$ cat config.mk
export PLATFORM = sky130hd
export DESIGN_NAME = regfile_mp
export DESIGN_NICKNAME = d
export VERILOG_FILES = /design/src/rtl/openmips_pkg.sv /design/src/rtl/regfile_scoreboard.sv /design/src/rtl/regfile_mp.sv
export SDC_FILE = /design/constraint.sdc
export NUM_CORES = 2
export LEC_CHECK = 0
export BUFFER_PORTS_ARGS = -buffer_cell sky130_fd_sc_hd__buf_2
export CAP_MARGIN = 20
export CELL_PAD_IN_SITES_DETAIL_PLACEMENT = 0
export CELL_PAD_IN_SITES_GLOBAL_PLACEMENT = 2
export CORE_MARGIN = 2
export CORE_UTILIZATION = 44
export DETAILED_ROUTE_END_ITERATION = 6
export GPL_TIMING_DRIVEN = 0
export HOLD_SLACK_MARGIN = 0.02
export PLACE_DENSITY_LB_ADDON = 0.1
export SLEW_MARGIN = 15
export SYNTH_ARGS = -nofsm -noshare
export SYNTH_HDL_FRONTEND = slang
export SYNTH_SLANG_ARGS = --single-unit
export TNS_END_PERCENT = 50
$ cat constraint.sdc
create_clock -name clk -period 4.7 [get_ports clk]
set_input_delay 0 -clock clk [delete_from_list [all_inputs] [get_ports clk]]
set_output_delay 0 -clock clk [all_outputs]
set_load 0.01 [all_outputs]
$ cat src/rtl/openmips_pkg.sv
// -----------------------------------------------------------------------------
// openmips_pkg
// Shared definitions for the openMIPS register-file slice:
//   - default data / address widths
//   - ZeroWord constant
//   - register-file clear FSM state enum {CLEAR, READY}
//   - is_zero_addr(): hard-wired register-0 detection helper
// -----------------------------------------------------------------------------
package openmips_pkg;

    localparam int DATA_W_DEF = 32;
    localparam int ADDR_W_DEF = 5;

    localparam logic [31:0] ZeroWord = 32'h0000_0000;

    typedef enum logic [0:0] {
        CLEAR = 1'b0,
        READY = 1'b1
    } rf_state_e;

    // True when register 0 is hard-wired and the (zero-extended) address hits it.
    function automatic logic is_zero_addr(input logic zero_en, input logic [31:0] addr);
        return zero_en && (addr == 32'd0);
    endfunction

endpackage

$ cat src/rtl/regfile_scoreboard.sv
// -----------------------------------------------------------------------------
// regfile_scoreboard
// Per-register pending bits for the multi-port register file.
//   clk, rst       : clock, synchronous active-high reset (clears all pending)
//   ready_i        : register file is in normal operation; all updates gated by it
//   we0_i/waddr0_i : write port 0 (clears pending[waddr0])
//   we1_i/waddr1_i : write port 1 (clears pending[waddr1])
//   resv_en_i/resv_addr_i : reservation (sets pending[resv_addr]); set beats clear
//   re_i, raddr_i  : per-port read enable / packed read addresses
//   hit_i          : per-port same-cycle bypass hit from the read muxes
//   rbusy_o        : read targets a pending register that is not bypassed
// -----------------------------------------------------------------------------
module regfile_scoreboard
    import openmips_pkg::*;
#(
    parameter int ADDR_W   = ADDR_W_DEF,
    parameter int NRD      = 2,
    parameter int ZERO_REG = 1
) (
    input  logic                  clk,
    input  logic                  rst,
    input  logic                  ready_i,
    input  logic                  we0_i,
    input  logic [ADDR_W-1:0]     waddr0_i,
    input  logic                  we1_i,
    input  logic [ADDR_W-1:0]     waddr1_i,
    input  logic                  resv_en_i,
    input  logic [ADDR_W-1:0]     resv_addr_i,
    input  logic [NRD-1:0]        re_i,
    input  logic [NRD*ADDR_W-1:0] raddr_i,
    input  logic [NRD-1:0]        hit_i,
    output logic [NRD-1:0]        rbusy_o
);

    localparam int DEPTH = 2 ** ADDR_W;
    localparam logic [DEPTH-1:0] OneHot0 = {{(DEPTH-1){1'b0}}, 1'b1};
    localparam logic [DEPTH-1:0] NoBits  = {DEPTH{1'b0}};

    logic [DEPTH-1:0] pending_q;
    logic [DEPTH-1:0] pending_d;
    logic [DEPTH-1:0] clr_mask_s;
    logic [DEPTH-1:0] set_mask_s;
    logic             set_ok_s;

    // A reservation of the hard-wired zero register never marks it pending.
    assign set_ok_s   = ready_i & resv_en_i & ~is_zero_addr(ZERO_REG != 0, 32'(resv_addr_i));

    assign clr_mask_s = ((ready_i & we0_i) ? (OneHot0 << waddr0_i) : NoBits)
                      | ((ready_i & we1_i) ? (OneHot0 << waddr1_i) : NoBits);
    assign set_mask_s = set_ok_s ? (OneHot0 << resv_addr_i) : NoBits;

    // Next pending state: clears first, then sets, so a same-cycle reservation
    // (newer producer) survives a write-back to the same register.
    always_comb begin
        pending_d = (pending_q & ~clr_mask_s) | set_mask_s;
    end

    // Pending-bit register.
    always_ff @(posedge clk) begin
        if (rst) begin
            pending_q <= NoBits;
        end else begin
            pending_q <= pending_d;
        end
    end

    for (genvar i = 0; i < NRD; i++) begin : g_busy
        logic [ADDR_W-1:0] ra_s;
        assign ra_s       = raddr_i[i*ADDR_W +: ADDR_W];
        assign rbusy_o[i] = ready_i & re_i[i] & pending_q[ra_s] & ~hit_i[i]
                          & ~is_zero_addr(ZERO_REG != 0, 32'(ra_s));
    end

endmodule

$ cat src/rtl/regfile_mp.sv
// -----------------------------------------------------------------------------
// regfile_mp
// Multi-port GPR file: NRD combinational read ports, two write ports (port 1
// wins on address collision) with same-cycle write-to-read bypass, a hardware
// clear sweep after reset, and a pending scoreboard for decode hazard checks.
//   clk, rst            : clock, synchronous active-high reset
//   init_done           : high once the clear sweep has finished
//   we0/waddr0/wdata0   : write port 0
//   we1/waddr1/wdata1   : write port 1 (higher priority)
//   re, raddr, rdata    : per-port read enable, packed addresses, packed data
//   rbusy               : per-port "reads a pending, non-bypassed register"
//   resv_en, resv_addr  : mark a register pending
// -----------------------------------------------------------------------------
module regfile_mp
    import openmips_pkg::*;
#(
    parameter int DATA_W   = DATA_W_DEF,
    parameter int ADDR_W   = ADDR_W_DEF,
    parameter int NRD      = 2,
    parameter int ZERO_REG = 1
) (
    input  logic                  clk,
    input  logic                  rst,
    output logic                  init_done,
    input  logic                  we0,
    input  logic [ADDR_W-1:0]     waddr0,
    input  logic [DATA_W-1:0]     wdata0,
    input  logic                  we1,
    input  logic [ADDR_W-1:0]     waddr1,
    input  logic [DATA_W-1:0]     wdata1,
    input  logic [NRD-1:0]        re,
    input  logic [NRD*ADDR_W-1:0] raddr,
    output logic [NRD*DATA_W-1:0] rdata,
    output logic [NRD-1:0]        rbusy,
    input  logic                  resv_en,
    input  logic [ADDR_W-1:0]     resv_addr
);

    localparam int DEPTH = 2 ** ADDR_W;
    localparam logic [ADDR_W-1:0] IdxZero = {ADDR_W{1'b0}};
    localparam logic [ADDR_W-1:0] IdxOne  = {{(ADDR_W-1){1'b0}}, 1'b1};
    localparam logic [ADDR_W-1:0] IdxLast = {ADDR_W{1'b1}};
    localparam logic [DATA_W-1:0] DataZero = DATA_W'(ZeroWord);

    rf_state_e         state_q;
    rf_state_e         state_d;
    logic [ADDR_W-1:0] clr_idx_q;
    logic [ADDR_W-1:0] clr_idx_d;
    logic [DATA_W-1:0] regs_q [DEPTH];

    logic              ready_s;
    logic              wr0_s;
    logic              wr1_s;
    logic [NRD-1:0]    hit_s;

    assign ready_s   = (state_q == READY);
    assign init_done = ready_s;

    // Writes to the hard-wired zero register are dropped; nothing commits during the sweep.
    assign wr0_s = ready_s & we0 & ~is_zero_addr(ZERO_REG != 0, 32'(waddr0));
    assign wr1_s = ready_s & we1 & ~is_zero_addr(ZERO_REG != 0, 32'(waddr1));

    // Clear-sweep FSM next state: walk every index once, then settle in READY.
    always_comb begin
        state_d   = state_q;
        clr_idx_d = clr_idx_q;
        case (state_q)
            CLEAR: begin
                clr_idx_d = clr_idx_q + IdxOne;
                if (clr_idx_q == IdxLast) begin
                    state_d = READY;
                end else begin
                    state_d = CLEAR;
                end
            end
            READY: begin
                state_d   = READY;
                clr_idx_d = IdxZero;
            end
            default: begin
                state_d   = CLEAR;
                clr_idx_d = IdxZero;
            end
        endcase
    end

    // Clear-sweep FSM state and index registers.
    always_ff @(posedge clk) begin
        if (rst) begin
            state_q   <= CLEAR;
            clr_idx_q <= IdxZero;
        end else begin
            state_q   <= state_d;
            clr_idx_q <= clr_idx_d;
        end
    end

    // Storage array: zeroed one entry per cycle by the sweep, then written by
    // the two ports; port 1 is assigned last so it wins on a shared address.
    always_ff @(posedge clk) begin
        if (!rst) begin
            if (!ready_s) begin
                regs_q[clr_idx_q] <= DataZero;
            end else begin
                if (wr0_s) begin
                    regs_q[waddr0] <= wdata0;
                end
                if (wr1_s) begin
                    regs_q[waddr1] <= wdata1;
                end
            end
        end
    end

    for (genvar i = 0; i < NRD; i++) begin : g_rd
        logic [ADDR_W-1:0] ra_s;
        logic [DATA_W-1:0] rd_s;
        logic              zr_s;

        assign ra_s = raddr[i*ADDR_W +: ADDR_W];
        assign zr_s = is_zero_addr(ZERO_REG != 0, 32'(ra_s));

        // A bypass hit is only meaningful when the read would actually use write data.
        assign hit_s[i] = ready_s & re[i] & ~zr_s
                        & ((we1 & (waddr1 == ra_s)) | (we0 & (waddr0 == ra_s)));

        // Read mux: disabled/not-ready, zero register, port-1 bypass, port-0 bypass, array.
        always_comb begin
            rd_s = DataZero;
            if (!ready_s || !re[i]) begin
                rd_s = DataZero;
            end else if (zr_s) begin
                rd_s = DataZero;
            end else if (we1 && (waddr1 == ra_s)) begin
                rd_s = wdata1;
            end else if (we0 && (waddr0 == ra_s)) begin
                rd_s = wdata0;
            end else begin
                rd_s = regs_q[ra_s];
            end
        end

        assign rdata[i*DATA_W +: DATA_W] = rd_s;
    end

    regfile_scoreboard #(
        .ADDR_W   (ADDR_W),
        .NRD      (NRD),
        .ZERO_REG (ZERO_REG)
    ) u_scoreboard (
        .clk         (clk),
        .rst         (rst),
        .ready_i     (ready_s),
        .we0_i       (we0),
        .waddr0_i    (waddr0),
        .we1_i       (we1),
        .waddr1_i    (waddr1),
        .resv_en_i   (resv_en),
        .resv_addr_i (resv_addr),
        .re_i        (re),
        .raddr_i     (raddr),
        .hit_i       (hit_s),
        .rbusy_o     (rbusy)
    );

endmodule

Word-level counts from Yosys, hierarchy flattened
Memories as Yosys holds them, arrays and structs flattened.
Index checks and enable logic that the tools add are counted.
- flip-flop bits (word level): 38
- RAM bits: 1024
- input bits: 96
- logic and storage cells: 98
- memories: 1
- add/sub/neg operators: 1
- $lt $le $gt $ge: 2
- equal/unequal tests: 5
- shifts and indexed selects: 3
- multiplexer cells: 32
- bitwise logic cells: 36
- reductions and logical operators: 15
- memory list (name ; depth ; width ; read ports ; clocked after Yosys merged registers in ; write ports ; line ; text):
    regs_q ; 32 ; 32 ; 2 ; 0 ; 2 ; regfile_mp.sv:49 ; logic [DATA_W-1:0] regs_q [DEPTH];
- operator list (cell ; number):
    two-way mux 32 bit ; 12
    left shift 1 x 5 -> 32 bit (first input constant) ; 3
    OR 32 bit ; 2
    AND 32 bit ; 1
    inverter 32 bit ; 1
    OR reduction 32 bit ; 1
    logical NOT 5 bit ; 5
    AND 1 bit ; 22
    equality test 5 bit ; 4
    two-way mux 1 bit ; 15
    < comparator 5 x 6 -> 1 bit (second input constant) ; 2
    binary-select mux 1 bit (select 5 bit) ; 2
    case mux 5 bit (2 select lines) ; 1
    inverter 1 bit ; 8
    adder 5 x 1 -> 5 bit (second input constant) ; 1
    equality test 5 bit (second input constant) ; 1
    two-way mux 5 bit ; 1
    logical AND 1 bit ; 4
    logical NOT 1 bit ; 3
    logical OR 1 bit ; 2
    OR 1 bit ; 2
    case mux 1 bit (2 select lines) ; 1

Depth between registers and ports, before layout
- word-level depth: 9
- gate-level depth with buffers: 10
- depth with buffers taken out: 5

Cells and area by module
From an unflattened synthesis, not the netlist that was laid out.
- cell total of the unflattened synthesis: 5486
- area, all modules: 62698.9 µm²
- by module, submodules not included (module ; instances ; cells an instance ; area an instance (µm²) ; sequential area each (µm²)):
    regfile_mp ; 1 ; 5225 ; 60466.7 ; 30869.6
    regfile_scoreboard ; 1 ; 261 ; 2232.1 ; 620.6

Worst setup path after synthesis
Ideal clock, no wire load.
- path kind: register to register
- from: reg state_q (netlist: init_done)
- to: mem regs_q[9][0] in the netlist's numbering (enable)
- setup time: 433 ps
- arrival: 3202 ps
- data required time: 4267 ps
- path slack: 1065 ps
- cell stages (with the launch flop): 9
- path buffers: 3
- cells stage by stage: dfxtp_1 -> buf_2 -> and3b_1 -> clkbuf_1 -> o21a_1 -> buf_6 -> mux2i_1 -> nand2_1 -> o22ai_1
- RTL lines (what ; line ; text):
    from (decl) ; regfile_mp.sv:45 ; rf_state_e state_q;
    from (signal assigned) ; regfile_mp.sv:93 ; state_q <= state_d;
    to (decl) ; regfile_mp.sv:49 ;

Final worst setup path
- from: in raddr[9]
- to: out rdata[53]
- cells in the longest elaborated chain, start to end: 6
- elaborated cells on any way between the ends: 10
- ends and longest elaborated chain (what ; line ; text):
    from (decl) ; regfile_mp.sv:32 ; input logic [NRD*ADDR_W-1:0] raddr,
    parallel branches: the longest is 4 deep, another holds memory (32 x 32 bit) ; n/a ;
    two-way mux 32 bit (*) ; regfile_mp.sv:132 ; end else if (zr_s) begin
    two-way mux 32 bit (*) ; regfile_mp.sv:130 ; if (!ready_s || !re[i]) begin
    to (decl) ; regfile_mp.sv:33 ; output logic [NRD*DATA_W-1:0] rdata,
Mark *: on every way between the ends.

==> impl_metrics.yaml <==
route:
  detail_route.first_pass.iterations: 7
  route.detailed.wl_per_inst_um: 48.18
  totalWireLength_mm: 393.0
  vias: 60390
  drtAntennaViolNets: 0
  via_per_inst: 7.403
  drc: 3
  drt_iter0_drc: 12450
synth:
  ys_seq_area_share_pct: 49.72
  synth.distinct_cells: 81
  synth_edf_count: 1024
  synthFlopType: "edfxtp_1"
  avgSynthCellArea_um2: 11.15
  netlist_area_um2: 63380
  synthCells: 5682
  async_flop_share_pct: 0
  ys_seq_elements: 1062
  synth_nets: 5780
  yosysWarnings: 0
placement:
  dpl_cell_area_um2: 68180
  dp_cells: 7783
  dp_slack_ns: 0.5493
  port_buffers: 141
  hpwl_mm: 300.7
  gp_congestion: 1.084
sta:
  final_max_slew_viol_count: 0
  setup_ws_ns: -0.2516
  fmax_mhz: 202.0
  finalCritPeriodShare_pct: 105.4
  period_needed_ns: 4.952
  skew_ns: 0.01695
  hold_violations: 0
  rsz0062_at_grt: "false"
  slew_headroom_pct: 9.367
  setup_viol: 2
  worstMarginPinSlew_ns: 1.354
  tns_ns: -0.4035
job:
  cap_violations: 0
clock_tree:
  cts_resized: 0
  cts_max_level: 4
  path_clk_slew_ns: 0.06
  numCtsBuffers: 130
  root_buffer: "clkbuf_16"
  cts_tree: "done"
  clockBufferDepth: 3
  tritoncts_num_sinks: 1062
  insertion_delay_ns: 0.79
global_route:
  grt-busiest-layer: "met2"
  grt_pass1_vias: 53440
  use_met2_pct: 68.08
  grt_max_degree: 24
  grt_pass1_wl_mm: 504.8
  grtUsageMet3_pct: 31.35
  grt.total_usage_pct: 52.19
  met1_usage_pct: 66.33
  gr-total-overflow: 0
  antenna_found_initial: 32
worst_setup_path:
  crit_arrival_ns: 4.95
  path_max_fanout: 10
  cp_slowest_stage_delay_ns: 1.05
  crit_chain: "clkbuf_1, nand4bb_1, buf_2, clkbuf_1, o22ai_1, a211oi_1, nand4_1, a31oi_1, buf_2"
  crit_type: "in2out"
  slowest_stage: "a211oi_1"
  cp-end-kind: "primary output"
  cp_data_required_time_ns: 4.70
  r2r_slack_ns: 0.37
  cp-start-kind: "primary input"
floorplanning:
  die_x_um: 383.5
  rows: 139
  ios: 163
  dieHeight_um: 383.5
  initial_core_util_pct: 44.22
  dieArea_um2: 147100
  coreArea_um2: 143300
final_layout:
  finish.net_count: 6223
  area_delta_synth_final_pct: 16.15
  layout-drive-gt1-share_pct: 21.92
  final_util_pct: 51.37
  fillerInstances: 12910
  instances_no_fill: 8157
  design_area_um2: 73610
power:
  clkPwrFrac_pct: 44.5
  p_per_area_nw_per_um2: 316.8
  power_switching_w: 0.006580
  seqPwrFrac_pct: 44.2
  switching_share_pct: 28.21
  internal-power_w: 0.01674
  leakage_nw: 26.74
  pwr-share-comb_pct: 11.3
  ir_drop_mv: 0.3329
worst_hold_path:
  hold_class: "in2reg"
status:
  violations: "DRC, setup timing"
  status: "finished with violations"
per-layer routing:
metal | routed length [um] | up-vias
li1 | - | 22440
met1 | 140200 | 30150
met2 | 150500 | 6516
met3 | 74730 | 1249
met4 | 27110 | 27
met5 | 466 | -
cell families after synthesis:
family	count (synthesis)	share of synthesized area, %
and+or+nand+nor	1496	10.39
xor gates and xnor gates	22	0.3040
adders and majority gates	2	0.03948
AOI/OAI and AO/OA	1662	15.37
DFF	1062	49.72
buffers and inverters	733	6.008
muxes	705	18.17
worst max-delay path: cells and delay by family:
kind / cells / cell delay, ns
compound gates: 3 / 2.47
simple gates: 2 / 0.43
buf+inv: 4 / 2.02
sequential cells by signal, summed over array words and instances, names as in the netlist:
name and count:
init_done 1, u_scoreboard.pending_q 32, regs_q 1024, clr_idx_q 5
power by group through the flow:
stage / combinational, W / clock (W) / sequential, W
global route: 0.00251 / 0.0106 / 0.0103
detailed placement: 0.00231 / 0 / 0.0105
CTS: 0.00237 / 0.0102 / 0.0103
floorplan: 0.00105 / 0 / 0.0105
global placement: 0.00226 / 0 / 0.0105
finish: 0.00263 / 0.0104 / 0.0103
layout make-up:
class	instances	area (um^2)	share of cell area, %
clock buffer	168	3490	4.740
buffer	694	3696	5.021
antenna	30	75.07	0.1020
multi-input combinational	3887	28540	38.77
clock inverter	63	716.9	0.9739
timing repair buffer	311	3055	4.151
inverter	39	146.4	0.1989
sequential	1062	31510	42.81
tap	1903	2381	3.235
per-stage QoR:
stage | power [W] | hold WS, ns
2_1_floorplan | 0.01154 | 0.1333
3_3_place_gp | 0.01277 | 0.3979
3_5_place_dp | 0.01282 | 0.3975
4_1_cts | 0.02289 | 0.03146
5_1_grt | 0.02337 | 0.08023
6_report | 0.02332 | 0.07856
cell usage after synthesis, types with 18 or more instances:
| cell type | number | area (um^2) |
|---|---|---|
| nand3_1 | 65 | 325.3 |
| inv_1 | 39 | 146.4 |
| a211o_1 | 23 | 201.4 |
| nand4_1 | 40 | 250.2 |
| nor2_1 | 89 | 334.1 |
| o221ai_1 | 58 | 508.0 |
| o22ai_1 | 49 | 306.5 |
| o21ai_1 | 57 | 285.3 |
| a22o_1 | 52 | 455.4 |
| o21ai_0 | 993 | 4970 |
| buf_6 | 54 | 608.1 |
| mux2_2 | 145 | 1633 |
| o21bai_1 | 19 | 142.6 |
| edfxtp_1 | 1024 | 30750 |
| a31oi_1 | 36 | 225.2 |
| a21oi_1 | 112 | 560.5 |
| buf_1 | 20 | 75.07 |
| a211oi_1 | 83 | 623.1 |
| clkbuf_2 | 26 | 130.1 |
| nand2_1 | 1094 | 4106 |
| dfxtp_1 | 38 | 760.7 |
| a221oi_1 | 42 | 367.9 |
| a22oi_1 | 108 | 810.8 |
| buf_2 | 197 | 986.0 |
| nand3b_1 | 27 | 202.7 |
| mux4_2 | 341 | 7680 |
| buf_4 | 83 | 623.1 |
| nor3_1 | 18 | 90.09 |
| nor2b_1 | 50 | 312.8 |
| nand2_4 | 20 | 225.2 |
| clkbuf_1 | 310 | 1164 |
| mux2i_1 | 217 | 2172 |
what timing repair did:
action                    CTS  global route
hold buffers              109             0
hold endpoints to repair  695             0
buffers inserted            0             0
final timing paths:
kind,startpoint,endpoint,cells after the start
hold reg to reg,u_scoreboard.pending_q[7],u_scoreboard.pending_q[7],2
setup / recovery,raddr[9],rdata[53],9
hold / removal,waddr1[4],regs_q[16][1],5
setup reg to reg,init_done,regs_q[16][10],7
placed cells by master (no fill, tap or decap), types with 30 or more instances in the layout:
cell type,netlist,final
nand3_1,65,65
o21ai_0,993,993
diode_2,0,30
a22o_1,52,52
mux4_2,341,341
o21ai_1,57,57
a22oi_1,108,108
nor2b_1,50,50
buf_6,54,58
o22ai_1,49,37
clkbuf_1,310,315
dfxtp_1,38,38
mux2i_1,217,217
a31oi_1,36,35
dlygate4sd3_1,0,109
edfxtp_1,1024,1024
buf_2,197,341
o221ai_1,58,58
buf_4,83,88
clkbuf_2,26,53
mux2_2,145,145
nand2_1,1094,1093
clkbuf_16,0,133
inv_1,39,39
nand4_1,40,40
a221oi_1,42,42
a211oi_1,83,82
a21oi_1,112,112
nor2_1,89,88
(Power assumes the default switching activity.)
